`config.mk`:
```
export PLATFORM = sky130hd
export DESIGN_NAME = fetch_queue
export DESIGN_NICKNAME = d
export VERILOG_FILES = /design/src/rtl/fetch_queue.sv
export SDC_FILE = /design/constraint.sdc
export NUM_CORES = 1
export LEC_CHECK = 0
export ABC_CLOCK_PERIOD_IN_PS = 3110
export CAP_MARGIN = 20
export CORE_ASPECT_RATIO = 0.6
export CORE_MARGIN = 3
export CORE_UTILIZATION = 25
export CTS_CLUSTER_SIZE = 25
export DETAILED_ROUTE_END_ITERATION = 6
export HOLD_SLACK_MARGIN = 0.08
export PLACE_DENSITY = 0.43
export REMOVE_ABC_BUFFERS = 1
export SLEW_MARGIN = 20
export SYNTH_ARGS = -nofsm -noshare
export SYNTH_HDL_FRONTEND = slang
export SYNTH_SLANG_ARGS = --single-unit
export TNS_END_PERCENT = 50
```
`constraint.sdc`:
```
create_clock -name clk -period 3.11 [get_ports clk]
set_input_delay 0.4665 -clock clk [delete_from_list [all_inputs] [get_ports clk]]
set_output_delay 0.4665 -clock clk [all_outputs]
set_load 0.005 [all_outputs]
```
`src/rtl/fetch_queue.sv`:
```
// Instruction fetch queue: circular FIFO of {pc, instr, fault} between fetch and decode.
// The head is shown combinationally; an empty queue presents a NOP so the decoder never sees garbage.
module fetch_queue #(
  parameter int unsigned DEPTH = 4,
  parameter int unsigned XLEN  = 32
) (
  input  logic                       clk,
  input  logic                       reset_n,
  input  logic                       flush_i,
  input  logic                       if_v_i,
  input  logic [XLEN-1:0]            if_instr_i,
  input  logic [XLEN-1:0]            if_pc_i,
  input  logic                       if_fault_i,
  output logic                       if_ready_o,
  output logic                       dec_v_o,
  output logic [XLEN-1:0]            dec_instr_o,
  output logic [XLEN-1:0]            dec_pc_o,
  output logic                       dec_fault_o,
  input  logic                       dec_ready_i,
  output logic [$clog2(DEPTH):0]     count_o
);

  localparam int unsigned PW = $clog2(DEPTH);
  localparam int unsigned CW = PW + 1;
  localparam logic [XLEN-1:0] NOP_INSTR = XLEN'(32'h0000_0013);

  typedef struct packed {
    logic [XLEN-1:0] pc;
    logic [XLEN-1:0] instr;
    logic            fault;
  } entry_t;

  entry_t          mem [DEPTH];
  logic [PW-1:0]   wr_ptr;
  logic [PW-1:0]   rd_ptr;
  logic [CW-1:0]   count;
  logic            push;
  logic            pop;
  entry_t          head;

  assign if_ready_o = (count != CW'(DEPTH));
  assign dec_v_o    = (count != '0);
  assign push       = if_v_i & if_ready_o & ~flush_i;
  assign pop        = dec_v_o & dec_ready_i & ~flush_i;
  assign count_o    = count;

  // Head view; substitute a NOP while empty.
  always_comb begin
    head = mem[rd_ptr];
    dec_instr_o = NOP_INSTR;
    dec_pc_o    = '0;
    dec_fault_o = 1'b0;
    if (dec_v_o) begin
      dec_instr_o = head.instr;
      dec_pc_o    = head.pc;
      dec_fault_o = head.fault;
    end
  end

  // Pointers and occupancy; flush empties the queue in a single edge.
  always_ff @(posedge clk) begin
    if (!reset_n) begin
      wr_ptr <= '0;
      rd_ptr <= '0;
      count  <= '0;
    end else if (flush_i) begin
      wr_ptr <= '0;
      rd_ptr <= '0;
      count  <= '0;
    end else begin
      if (push) wr_ptr <= wr_ptr + PW'(1);
      if (pop)  rd_ptr <= rd_ptr + PW'(1);
      if (push && !pop)      count <= count + CW'(1);
      else if (pop && !push) count <= count - CW'(1);
    end
  end

  // Entry storage is data only and carries no reset.
  always_ff @(posedge clk) begin
    if (reset_n && push) begin
      mem[wr_ptr] <= '{pc: if_pc_i, instr: if_instr_i, fault: if_fault_i};
    end
  end

  a_count_bound: assert property (@(posedge clk) disable iff (!reset_n) count <= CW'(DEPTH));
  a_no_empty_pop: assert property (@(posedge clk) disable iff (!reset_n) pop |-> (count != '0));

endmodule

```
# == Word-level counts from Yosys, hierarchy flattened ==
# Memories as Yosys holds them, arrays and structs flattened. A register that Yosys moved wholly into a read port is not among the register bits.
# Index checks and enable logic that the tools add are counted.
# totals
regBits,7
mem_bits_rw,260
input_bits,70
output_inout_bits,70
memories,1
# op_classes
add_sub_neg,4
n_eq_ne,1
muxes,9
n_bitwise,6
reduce_logical,8
# memory_table
name,depth,width,read_ports,rd_clocked_by_memory_dff,write_ports,line_no,source
mem,4,65,1,1,1,33,entry_t mem [DEPTH];
# ops
cell,count
32-bit 2-to-1 mux,2
3-bit 2-to-1 mux,2
2-bit by 1-bit adder with 2-bit output (second input constant),2
1-bit AND,4
2-bit 2-to-1 mux,2
3-bit by 1-bit adder with 3-bit output (second input constant),1
1-bit logical AND,3
1-bit 2-to-1 mux,3
3-bit != test (second input constant),1
3-bit nonzero test,1
3-bit by 1-bit subtractor with 3-bit output (second input constant),1
1-bit logical NOT,2
1-bit inverter,2
2-bit nonzero test,1
2-bit OR reduction,1

# == Depth between registers and ports, before layout ==
# depth
word_depth,7
mapped_depth,10
depth_no_buf,8

# == Worst setup path after synthesis ==
# Ideal clock, no wire load.
# synth_timing
path_type,input -> register
start,input if_v_i
end,"memory mem[1][0] (netlist name), enable pin"
setup_ns,0.430
t_arrival_ns,2.524
slack_ns,0.155
cell_stages,4
path_buffers,1
path_cell_list,nor2b_1 and2_4 buf_6 and3_1
# synth_between
elab_chain_cells,5
# synth_rtl
item,line_no,source
"start, declared",10,"input logic if_v_i,"
1-bit AND (2 in series),43,assign push = if_v_i & if_ready_o & ~flush_i;
net push,37,logic push;
1-bit logical AND,80,if (reset_n && push) begin
1-bit 2-to-1 mux,80,
1-bit 2-to-1 mux (implied by the code),81,"mem[wr_ptr] <= '{pc: if_pc_i, instr: if_instr_i, fault: if_fault_i};"
"end, declared",33,
# The timed path passes the listed nets, and every way through them passes these cells.

==> metrics.md <==
| Metric | Value |
|---|---|
| Status | `finished, final reports clean` |
| # IOs | `140` |
| Initial Utilization | `25.84%` |
| Critical Path End Type | `primary output` |
| Leak | `4.145 nW` |
| First-pass DRT Iterations | `5` |
| Share of flip-flops with an asynchronous set or reset | `0%` |
| Setup Viol. Count Final | `0` |
| #FFs+latches synth | `269` |
| Finished Layout Cells | `1167` |
| Layout cells sized above 1 | `20.81%` |
| Fin crit share | `95.36%` |
| Period minus WS final | `2966 ps` |
| Crit Reg-Reg Endpoint | `count_o[2]` |
| Chip width | `268.1 um` |
| Cts bufs inserted | `28` |
| Clock tree buffer depth | `3` |
| Worst Clk Skew | `17.51 ps` |
| Post-route ant nets | `0` |
| FF-to-FF setup slack | `800 ps` |
| CTS tree | `built` |
| Worst hold-check path type | `reg2reg` |
| Mapped Cells | `464` |
| Slew @ Worst Pin | `473.8 ps` |
| Placed cell area | `0.01241 mm2` |
| Worst Hold Margin | `490.3 ps` |
| Vert. Die Dim | `163.3 um` |
| Total gr overflow | `0` |
| Design Power | `0.008025 W` |
| Post-route cell area | `0.01342 mm2` |
| Unrepaired setup endpoints after global routing | `yes` |
| Core footprint | `0.03987 mm2` |
| Count of cell types in the netlist | `30` |
| Die ar. | `0.04377 mm2` |
| Via density | `4.249` |
| Placer Congestion | `0.6760` |
| Critical path class | `reg2out` |
| Clock Latency Late Sink | `550 ps` |
| Worst r2r path cells | `8` |
| Root buffer cell | `clkbuf_16` |
| Worst-path fanout max | `32` |
| Slew Limit Headroom | `68.41%` |
| Most common cell after layout, fill and taps aside | `edfxtp_1` |
| Fin nets | `698` |
| Reg-to-reg startpoint | `count_o[1]` |
| Initial antenna violation count | `1` |
| Fin Setup TNS | `0 ps` |
| Max_cap viols | `0` |
| Routed wire length | `23.37 mm` |
| Vias | `4959` |
| Register area share after synthesis | `77.52%` |
| Commonest non-fill, non-tap cells in the layout | `edfxtp_1 (260), clkdlybuf4s50_1 (139), mux4_2 (65)` |
| Rows | `56` |
| H-tree Lvls | `1` |
| Critical path arrival | `2500 ps` |
| FMAX | `0.3372 GHz` |
| Area growth, synth to finish | `30.22%` |
| Mean Syn Cell Area | `22.21 um2` |
| Final Hold Viols | `0` |
| Worst setup SP type | `register` |
| Total Routing Usage GR | `10.67%` |
| Detail Placement HPWL | `12.90 mm` |
| Synth Warn # | `0` |
| Cells after DPL | `1112` |
| Global-route wire length before repair | `34.78 mm` |
| # DRC | `0` |
| Clock slew at reported path FFs | `60 ps` |
| Hold Buf Count CTS | `0` |
| Fin. max-slew vios | `0` |
| Clk sinks | `269` |
| Initial DRC count | `274` |
| Hold_sp | `rd_ptr[1]` |
| Worst Path Required | `2640 ps` |
| EDFF count, synth | `260` |
| Routed wire per std cell | `20.03 um` |
| WHS Path Cells | `2` |
| Maximum vdd drop | `0.0003000 V` |
| Vias in the first global route | `5564` |
| Synthesized cell area | `0.01030 mm2` |
| IO Port Bufs | `139` |
| PD cells | `598.1 mW/mm2` |
| Primary FF master, synth | `edfxtp_1` |
| Pin count of the biggest net entering global routing | `66` |
[worst max-delay path, stage by stage (launching register included)]
cell             delay (ps)
dfxtp_4                 370
buf_12                  270
mux4_2                  530
or2_2                   280
clkdlybuf4s50_1         500
[registers in the layout, indices dropped and copies added (netlist names), named ones only]
signal,count
count_o,3
mem,260
rd_ptr,2
wr_ptr,2
[worst max path at each step]
stage,end,startpoint,slack (ps),cells after the start
2_1_floorplan,dec_instr_o[0],register,-1050,2
3_3_place_gp,count_o[2],if_v_i,390,9
3_5_place_dp,count_o[2],flush_i,370,9
4_1_cts,dec_instr_o[6],register,2,4
5_1_grt,dec_instr_o[20],count_o[1],-10,5
6_report,dec_instr_o[0],register,140,4
[cell usage after synthesis (2+ instances only)]
master	number	area share [%]
or2_2	4	0.24
dfxtp_1	9	1.7
and2_1	62	3.8
buf_6	6	0.66
or3_1	2	0.12
edfxtp_1	260	76
buf_2	7	0.34
clkbuf_1	9	0.33
mux4_2	65	14
o21ai_0	2	0.097
and3_1	4	0.24
xor2_1	3	0.26
ha_1	5	0.61
a21oi_1	3	0.15
nor2b_1	2	0.12
inv_1	4	0.15
nor2_1	4	0.15
[cells by family after synthesis]
family | after synthesis | share of synthesized area (%)
AOI/OAI and AO/OA | 8 | 0.5100
xor gates and xnor gates | 3 | 0.2551
adders and majority gates | 6 | 0.8015
buffers and inverters | 27 | 1.542
DFF | 269 | 77.52
muxes | 66 | 14.30
and+or+nand+nor | 85 | 5.064
[per-stage QoR]
step           setup WS (ps)  util [%]
6_report               144.3     33.66
3_5_place_dp           371.4     31.12
4_1_cts                2.036     33.58
5_1_grt               -11.93     33.65
2_1_floorplan          -1052         -
3_3_place_gp           387.7     31.12
[power by group]
group / internal, W / switching, W
Sequential: 0.00401 / 0.0000127
Combinational: 0.000296 / 0.000216
Clock: 0.00212 / 0.00137
[routing by layer]
metal  vias up  global-route usage [%]  wire length, um
li1       2202                       -                -
met1      2605                   13.62            10170
met2       113                   18.29            11530
met3        39                   2.966             1213
met4         0                   2.129              453
met5         -                       0                0
[cell type report]
class	count	area, um2
multi-input cells	168	2188
clock buffers	34	744.5
repair buffers	150	1594
repair inverters	1	5.005
clock inverters	18	219.0
flip-flops and latches	269	7996
diodes	1	2.502
well taps	522	653.1
fillers	3752	26450
inverters	4	15.01
[what timing repair did]
| item | in CTS | in global routing |
|---|---|---|
| pin swaps | 0 | 1 |
| cloned | 1 | 0 |
| setup buffers | 0 | 1 |
| endpoints found under the setup margin | 1 | 19 |
| gates resized for setup | 2 | 1 |
Note: power is estimated with default switching activity, not from simulation.
